## config.mk

```make
export PLATFORM = sky130hd
export DESIGN_NAME = led_strip_driver
export DESIGN_NICKNAME = d
export VERILOG_FILES = /design/src/rtl/led_pkg.sv /design/src/rtl/led_strip_driver_bit_timer.sv /design/src/rtl/led_strip_driver.sv
export SDC_FILE = /design/constraint.sdc
export NUM_CORES = 1
export LEC_CHECK = 0
export CAP_MARGIN = 20
export CORE_MARGIN = 4
export CORE_UTILIZATION = 55
export CTS_CLUSTER_DIAMETER = 120
export DETAILED_ROUTE_END_ITERATION = 10
export HOLD_SLACK_MARGIN = 0.03
export PLACE_DENSITY = 0.77
export SYNTH_ARGS = -nofsm -noshare
export SYNTH_HDL_FRONTEND = slang
export SYNTH_SLANG_ARGS = --single-unit
export TNS_END_PERCENT = 1
```

## constraint.sdc

```tcl
create_clock -name clk -period 2.5 [get_ports clk]
set_clock_uncertainty 0.1 [all_clocks]
set_input_delay 0.25 -clock clk [delete_from_list [all_inputs] [get_ports clk]]
set_output_delay 0.25 -clock clk [all_outputs]
set_load 0.005 [all_outputs]
```

## src/rtl/led_pkg.sv

```systemverilog
// Shared definitions for the LED strip driver: 12MHz timing defaults,
// FSM state encoding and a counter-width helper.
package led_pkg;

    localparam int LED_TBIT   = 15;
    localparam int LED_T0H    = 4;
    localparam int LED_T1H    = 9;
    localparam int LED_TRESET = 960;

    typedef enum logic [2:0] {
        ST_IDLE,
        ST_FETCH,
        ST_LOAD,
        ST_SEND,
        ST_RESET
    } led_state_t;

    // Width of a counter holding values 0..n-1; never zero so degenerate
    // parameter choices still produce legal vectors.
    function automatic int cnt_width(input int n);
        return (n > 1) ? $clog2(n) : 1;
    endfunction

endpackage

```

## src/rtl/led_strip_driver_bit_timer.sv

```systemverilog
// One-wire bit period generator: counts 0..TBIT-1 and drives the line high
// for T1H or T0H clocks depending on the bit value.
module ws2812_bit_timer
    import led_pkg::*;
#(
    parameter int TBIT = LED_TBIT,
    parameter int T0H  = LED_T0H,
    parameter int T1H  = LED_T1H
)(
    input  logic clk,
    input  logic rst,
    input  logic en,
    input  logic restart,
    input  logic bit_val,
    output logic dout,
    output logic bit_end
);

    localparam int            TW    = cnt_width(TBIT);
    localparam logic [TW-1:0] LAST  = TW'(TBIT - 1);
    localparam logic [TW-1:0] HIGH0 = TW'(T0H);
    localparam logic [TW-1:0] HIGH1 = TW'(T1H);

    logic [TW-1:0] timer;

    // Bit-period counter: restart zeroes it, otherwise it wraps at TBIT-1 while enabled
    always_ff @(posedge clk or posedge rst) begin
        if (rst) begin
            timer <= '0;
        end else if (restart) begin
            timer <= '0;
        end else if (en) begin
            timer <= (timer == LAST) ? '0 : timer + 1'b1;
        end
    end

    // High/low compare; the line is held low whenever the timer is not running
    always_comb begin
        bit_end = en && (timer == LAST);
        dout    = en && (timer < (bit_val ? HIGH1 : HIGH0));
    end

endmodule

```

## src/rtl/led_strip_driver.sv

```systemverilog
// WS2812-style strip driver: fetches NLEDS pixels from the frame RAM,
// serialises them MSB first with gapless bits, then holds a latch gap.
module led_strip_driver
    import led_pkg::*;
#(
    parameter int BITS   = 24,
    parameter int NLEDS  = 256,
    parameter int AWIDTH = cnt_width(NLEDS),
    parameter int TBIT   = LED_TBIT,
    parameter int T0H    = LED_T0H,
    parameter int T1H    = LED_T1H,
    parameter int TRESET = LED_TRESET
)(
    input  logic              clk,
    input  logic              rst,
    input  logic              start,
    output logic              busy,
    output logic              done,
    output logic              re,
    output logic [AWIDTH-1:0] raddr,
    input  logic [BITS-1:0]   rdata,
    output logic              dout
);

    localparam int                BW       = cnt_width(BITS);
    localparam int                GW       = cnt_width(TRESET);
    localparam logic [BW-1:0]     TOP_BIT  = BW'(BITS - 1);
    localparam logic [AWIDTH-1:0] LAST_PIX = AWIDTH'(NLEDS - 1);
    localparam logic [GW-1:0]     GAP_LOAD = GW'(TRESET - 1);

    led_state_t        state, state_nxt;
    logic [BITS-1:0]   shift, shift_nxt;
    logic [BW-1:0]     bit_idx, bit_nxt;
    logic [AWIDTH-1:0] pix_idx, pix_nxt;
    logic [GW-1:0]     gap_cnt, gap_nxt;
    logic              re_nxt;
    logic [AWIDTH-1:0] raddr_nxt;
    logic              tmr_en, tmr_restart, bit_end;

    ws2812_bit_timer #(
        .TBIT (TBIT),
        .T0H  (T0H),
        .T1H  (T1H)
    ) u_bit_timer (
        .clk     (clk),
        .rst     (rst),
        .en      (tmr_en),
        .restart (tmr_restart),
        .bit_val (shift[BITS-1]),
        .dout    (dout),
        .bit_end (bit_end)
    );

    assign busy = (state != ST_IDLE);

    // State register
    always_ff @(posedge clk or posedge rst) begin
        if (rst) begin
            state <= ST_IDLE;
        end else begin
            state <= state_nxt;
        end
    end

    // Next state, datapath updates and read-port requests
    always_comb begin
        state_nxt   = state;
        shift_nxt   = shift;
        bit_nxt     = bit_idx;
        pix_nxt     = pix_idx;
        gap_nxt     = gap_cnt;
        re_nxt      = 1'b0;
        raddr_nxt   = raddr;
        tmr_en      = 1'b0;
        tmr_restart = 1'b0;
        done        = 1'b0;
        case (state)
            ST_IDLE: begin
                if (start) begin
                    state_nxt = ST_FETCH;
                    re_nxt    = 1'b1;
                    raddr_nxt = '0;
                end
            end
            ST_FETCH: begin
                state_nxt = ST_LOAD;
            end
            ST_LOAD: begin
                state_nxt   = ST_SEND;
                shift_nxt   = rdata;
                bit_nxt     = TOP_BIT;
                pix_nxt     = '0;
                tmr_restart = 1'b1;
                // Prefetch pixel 1 during the first clock of pixel 0
                if (NLEDS > 1) begin
                    re_nxt    = 1'b1;
                    raddr_nxt = AWIDTH'(1);
                end
            end
            ST_SEND: begin
                tmr_en = 1'b1;
                if (bit_end) begin
                    if (bit_idx != '0) begin
                        shift_nxt = shift << 1;
                        bit_nxt   = bit_idx - 1'b1;
                    end else if (pix_idx == LAST_PIX) begin
                        state_nxt = ST_RESET;
                        gap_nxt   = GAP_LOAD;
                    end else begin
                        // rdata still holds the prefetched next pixel
                        shift_nxt = rdata;
                        bit_nxt   = TOP_BIT;
                        pix_nxt   = pix_idx + 1'b1;
                        if ((pix_idx + 1'b1) != LAST_PIX) begin
                            re_nxt    = 1'b1;
                            raddr_nxt = pix_idx + AWIDTH'(2);
                        end
                    end
                end
            end
            ST_RESET: begin
                if (gap_cnt == '0) begin
                    done      = 1'b1;
                    state_nxt = ST_IDLE;
                end else begin
                    gap_nxt = gap_cnt - 1'b1;
                end
            end
            default: begin
                state_nxt = ST_IDLE;
            end
        endcase
    end

    // Datapath registers and the registered RAM read port
    always_ff @(posedge clk or posedge rst) begin
        if (rst) begin
            shift   <= '0;
            bit_idx <= '0;
            pix_idx <= '0;
            gap_cnt <= '0;
            re      <= 1'b0;
            raddr   <= '0;
        end else begin
            shift   <= shift_nxt;
            bit_idx <= bit_nxt;
            pix_idx <= pix_nxt;
            gap_cnt <= gap_nxt;
            re      <= re_nxt;
            raddr   <= raddr_nxt;
        end
    end

endmodule

```

; Word level (Yosys, flattened, before mapping)
; Index checks and enable logic that the tools add are counted.
[totals]
reg_bits = 63
latchBits = 0
ramBits = 0
rom_bits = 0
in_bits = 27
output_inout_bits = 12
n_memories = 0
[classes]
addsub = 5
multipliers = 0
n_div = 0
order_cmp = 1
n_eq_ne = 16
shift = 0
n_mux = 43
bitwise_logic = 0
reduce_logical = 15
[ops]
columns = cell, n
row1 = $mux 24, 3
row2 = $mux 8, 8
row3 = $pmux 24 s2, 1
row4 = $mux 10, 4
row5 = $pmux 8 s3, 1
row6 = $pmux 10 s2, 1
row7 = $mux 4, 4
row8 = $ne 2x2->1 const B, 8
row9 = $pmux 8 s2, 1
row10 = $mux 3, 5
row11 = $mux 5, 3
row12 = $pmux 3 s5, 1
row13 = $logic_not 10->1, 1
row14 = $pmux 5 s2, 1
row15 = $reduce_and 5->1, 2
row16 = $sub 10x1->10 const B, 1
row17 = $mux 1, 9
row18 = $add 8x1->8 const B, 1
row19 = $add 8x2->8 const B, 1
row20 = $eq 8x8->1 const B, 1
row21 = $ne 8x8->1 const B, 1
row22 = $eq 3x2->1 const B, 2
row23 = $reduce_and 6->1, 1
row24 = $reduce_bool 2->1, 3
row25 = other kinds (14), 16

; Depth between registers and ports, before layout
[logic_depth]
depth_word = 7
ltp_mapped = 8

; By module
; Synthesis repeated with hierarchy kept, for this count alone.
[hier_totals]
hier_cells = 345
area_unflattened_um2 = 3311.9
[by_module_without_submodules]
columns = module, instances, cells_each, area_each_um2, seq_area_each_um2
row1 = led_strip_driver, 1, 313, 3024.2, 1476.4
row2 = ws2812_bit_timer, 1, 32, 287.8, 100.1

; Least setup slack after synthesis
; OpenSTA, ideal clock, no wires.
[synth_path]
path_kind = register -> register
start = register bit_idx[0]
end = register raddr[0]
setup_ps = 120
t_arrival_ps = 1947
required_ps = 2280
setup_slack_ps = 334
path_stages_with_launch = 9
path_buffers = 1
synth_period_minus_slack_ps = 2166
cell_sequence = dfrtp_1 -> inv_1 -> ha_1 -> nor4b_4 -> nand2b_2 -> or3_4 -> or2_0 -> buf_6 -> a31o_1
[synth_between]
elab_chain_len = 3
[synth_lines]
columns = item, line_no
row1 = start: declaration, led_strip_driver.sv:33  ; logic [BW-1:0] bit_idx, bit_nxt;
row2 = start signal: assignment, led_strip_driver.sv:146  ; bit_idx <= bit_nxt;
row3 = $reduce_bool 5->1, led_strip_driver.sv:103  ; if (bit_idx != '0) begin
row4 = $ne 2x2->1 (no source line), n/a
row5 = $reduce_and 6->1 (no source line), n/a
row6 = end signal: assignment, led_strip_driver.sv:150  ; raddr <= raddr_nxt;
row7 = end: declaration, led_strip_driver.sv:20  ; output logic [AWIDTH-1:0] raddr,
; Every way passes these cells.
; A chain may end at the register's enable or synchronous reset.

; Worst setup path in the final report
[layout_path]
start = register pix_idx[1]
end = register raddr[7]
[layout_between]
elab_chain_len = 6
elab_cells_between_ends = 12
cone_classes = add/sub (2) / eq/ne (4) / mux (5) / reduce/logical (1)
[layout_lines]
columns = item, line_no
row1 = start: declaration, led_strip_driver.sv:34  ; logic [AWIDTH-1:0] pix_idx, pix_nxt;
row2 = start signal: assignment, led_strip_driver.sv:147  ; pix_idx <= pix_nxt;
row3 = $add 8x2->8, led_strip_driver.sv:116  ; raddr_nxt = pix_idx + AWIDTH'(2);
row4 = $mux 8, led_strip_driver.sv:114  ; if ((pix_idx + 1'b1) != LAST_PIX) begin
row5 = $mux 8, led_strip_driver.sv:106  ; end else if (pix_idx == LAST_PIX) begin
row6 = $mux 8, led_strip_driver.sv:103
row7 = $mux 8, led_strip_driver.sv:102  ; if (bit_end) begin
row8 = $pmux 8 s3, led_strip_driver.sv:77  ; case (state)
; Several ways; a longest one is shown, not always the timed one. The select of a mux whose other input is x is not followed.

==> summary.txt <==
Run status
  – Status: completed

Final layout
  – ANT cells: 0
  – P&R area growth vs syn: 23.0%
  – Share of layout cells above drive strength 1: between 10% and 20%
  – Fin nets: 430
  – Final Util: between 70% and 80%
  – Layout fillers: 425

Worst setup path
  – Nature of the critical path endpoint: register
  – Required time worst endpoint: roughly 2600 ps
  – CP arrival: ~2500 ps
  – R2r setup slk: about 150 ps
  – Reg2Reg Depth: 7
  – Startpoint Class: register
  – Reg2reg end: raddr[7]
  – CP Class: register to register
  – FF-to-FF Start: pix_idx[1]
  – Crit path max fanout: 9

Floorplanning
  – FP Rows: 27
  – Die area: 7080 sq um
  – Initial Util: between 50% and 60%
  – Die H: between 80 and 90 um
  – I/O Pins: 39
  – Core ar.: between 5000 and 6000 sq um
  – DIE WIDTH: around 84 um

Route
  – Initial drt markers: between 150 and 200
  – Routed wire per std cell: 14.1 um
  – DRT Wirelength: 6.62 mm
  – DR vias/cell: 5.59
  – ANT nets after route: 0
  – Pre-antenna DRT Iters: 4
  – DRC viols: 0
  – Via count: ~2,600

Logic synthesis
  – Yosys cell types: 47
  – Sequential area share after synthesis: 49.5%
  – Most common cell in the netlist: dfrtp_1
  – Post-Syn Area: 3190 sq um
  – Post-synth top area share: around half
  – Syn avg cell area: roughly 9.2 sq um
  – Leading area contributor after synthesis: dfrtp_1
  – Synthesized Nets: between 300 and 400
  – Cells after Synth: roughly 350
  – Async set-reset flop share out of synthesis: 100%
  – FF+latch count, synth: between 60 and 70
  – Synth cell count leaders: 63 x dfrtp_1, 59 x nor2_1, 45 x nand2_1, 21 x o22ai_1, 15 x o21ai_0
  – Yosys warns: 0
  – Post-synth EDFFs: 0
  – Synth top area cells: dfrtp_1 49%, nor2_1 6.9%, nand2_1 5.3%
  – Main synth FF type: dfrtp_1

Clocking
  – Clock Tree Root: clkbuf_8
  – # hold bufs at CTS: 0
  – TritonCTS Buffers: 9
  – CTS tree: done
  – Worst-case clock buffer depth: 2
  – H-Tree Depth: 3
  – Worst-Skew Late Latency: ~330 ps
  – Clock sinks: 63
  – Clk slew on worst S/H paths: 70 ps

Placement
  – IO Port Bufs: 38
  – HPWL after DPL: 4.62 mm
  – GPL Wtd Cong: 0.925
  – Pre-CTS setup slack: between 150 and 200 ps

Flow run
  – Max cap viols: 0

Timing
  – Unrepaired setup endpoints after global routing: false
  – Final worst slack: 150 ps
  – Endpoints failing hold: 0
  – Fin Setup TNS: 0 ps
  – Fin crit share: between 90% and 100%
  – Worst slew margin: between 50 and 60%
  – Minimum clock period: roughly 2400 ps
  – Fmax: 425 MHz
  – Setup violators final: 0
  – Worst Tran Pin Value: between 700 and 800 ps
  – Max-slew violations: 0

Global routing
  – Global-route wire length before repair: approximately 11 mm
  – GR Util met1: 25.6%
  – Largest net degree at the start of global routing: between 40 and 50
  – Congestion Overflow GR: 0
  – Overall Global Routing Usage: roughly 20%
  – Met3 GRT Util: just under 4%
  – Initial antenna violation count: 0
  – GRT met2 Usage: 31.9%
  – Vias in the first global route: between 2,000 and 3,000
  – GR peak layer: met2

Pwr
  – Pwr/cell area: around 530 nW/um^2
  – Worst vdd rail ir drop: between 0.3 and 0.4 mV
  – P_leak: 1.78 nW

Hold path
  – Hold WC Path Type: primary input to async pin
-- critical path: stages, from the launching register on --
cell and delay, ps:
dfrtp_1 420, ha_1 280, inv_1 90, or3_1 410, a2111oi_2 400, or2_0 160, buf_4 190, mux2i_1 220
-- layer usage --
metal	routed length, um	share of wire [%]	vias up
met5	0	0	-
met3	322	4.9	11
met1	3090	47	1234
met2	3100	47	67
met4	111	1.7	0
li1	-	-	1315
-- metrics by stage --
step                      total power, W  hold slack (ps)  cell area (sq um)  cells
after floorplan                  0.00110              289               3190    346
after global placement           0.00115              384               3680    452
after detailed placement         0.00116              397               3680    452
after CTS                        0.00210              199               3920    470
after global routing             0.00216              235               3920    470
final                            0.00208              185               3920    470
-- power breakdown --
group          total [W]  switching, W  internal, W
clock network   0.000946      0.000366     0.000580
logic          0.0000897     0.0000361    0.0000537
registers        0.00105     0.0000104      0.00104
total            0.00208      0.000412      0.00167
-- worst max path at each step --
stage | slack [ps] | end | cells after the start | from
after floorplan | 330 | raddr[0] | 8 | bit_idx[0]
after global placement | 250 | raddr[0] | 8 | bit_idx[0]
after detailed placement | 200 | raddr[5] | 7 | pix_idx[1]
after CTS | 0.05 | dout | 4 | u_bit_timer.timer[0]
after global routing | 5 | raddr[7] | 7 | pix_idx[1]
final | 150 | raddr[7] | 7 | pix_idx[1]
-- final cells by class --
| class | instances | area (sq um) | share of cell area [%] |
|---|---|---|---|
| Clock buffer | 11 | 141 | 3.61 |
| Timing Repair Buffer | 53 | 507 | 12.9 |
| Inverter | 12 | 45.0 | 1.15 |
| Multi-Input combinational cell | 255 | 1490 | 38.0 |
| Sequential cell | 63 | 1580 | 40.2 |
| Clock inverter | 4 | 70.1 | 1.79 |
| Tap cell | 72 | 90.1 | 2.30 |
-- registers in the layout, indices dropped and copies added (netlist names) --
signal and count:
bit_idx 5, gap_cnt 10, pix_idx 8, raddr 8
re 1, shift 24, state 3, u_bit_timer.timer 4
-- kinds of logic after synthesis --
group / count (synthesis) / synth area share (%)
XOR/XNOR: 12 / 3.30
buffers and inverters: 28 / 3.93
AND/OR/NAND/NOR: 152 / 22.1
AO/OA/AOI/OAI: 74 / 15.1
adder cells (fa/ha/maj): 9 / 3.53
multiplexers: 8 / 2.51
flip-flops: 63 / 49.5
-- cell usage in the layout, fill, tap and decap left out, drive strengths merged, types with 5 or more instances in the layout --
cell           synthesis  final
dfrtp                 63     63
nor2                  59     59
nand2                 45     45
clkdlybuf4s50          0     36
o22ai                 21     21
o21ai                 16     16
buf                    9     15
a31oi                 14     14
inv                   12     12
nand3                 11     11
nor3                  11     11
clkbuf                 7     11
ha                     9      9
mux2i                  8      8
xnor2                  8      8
a21oi                  7      7
or3                    7      7
nand4                  5      5
-- repair_timing --
| item | in CTS | in global routing |
|---|---|---|
| endpoints found under the setup margin | 1 | 1 |
| setup buffers | 3 | 0 |
| gates resized for setup | 2 | 2 |
| pin swaps | 1 | 0 |
No activity file was read; power rests on OpenSTA's default activity.
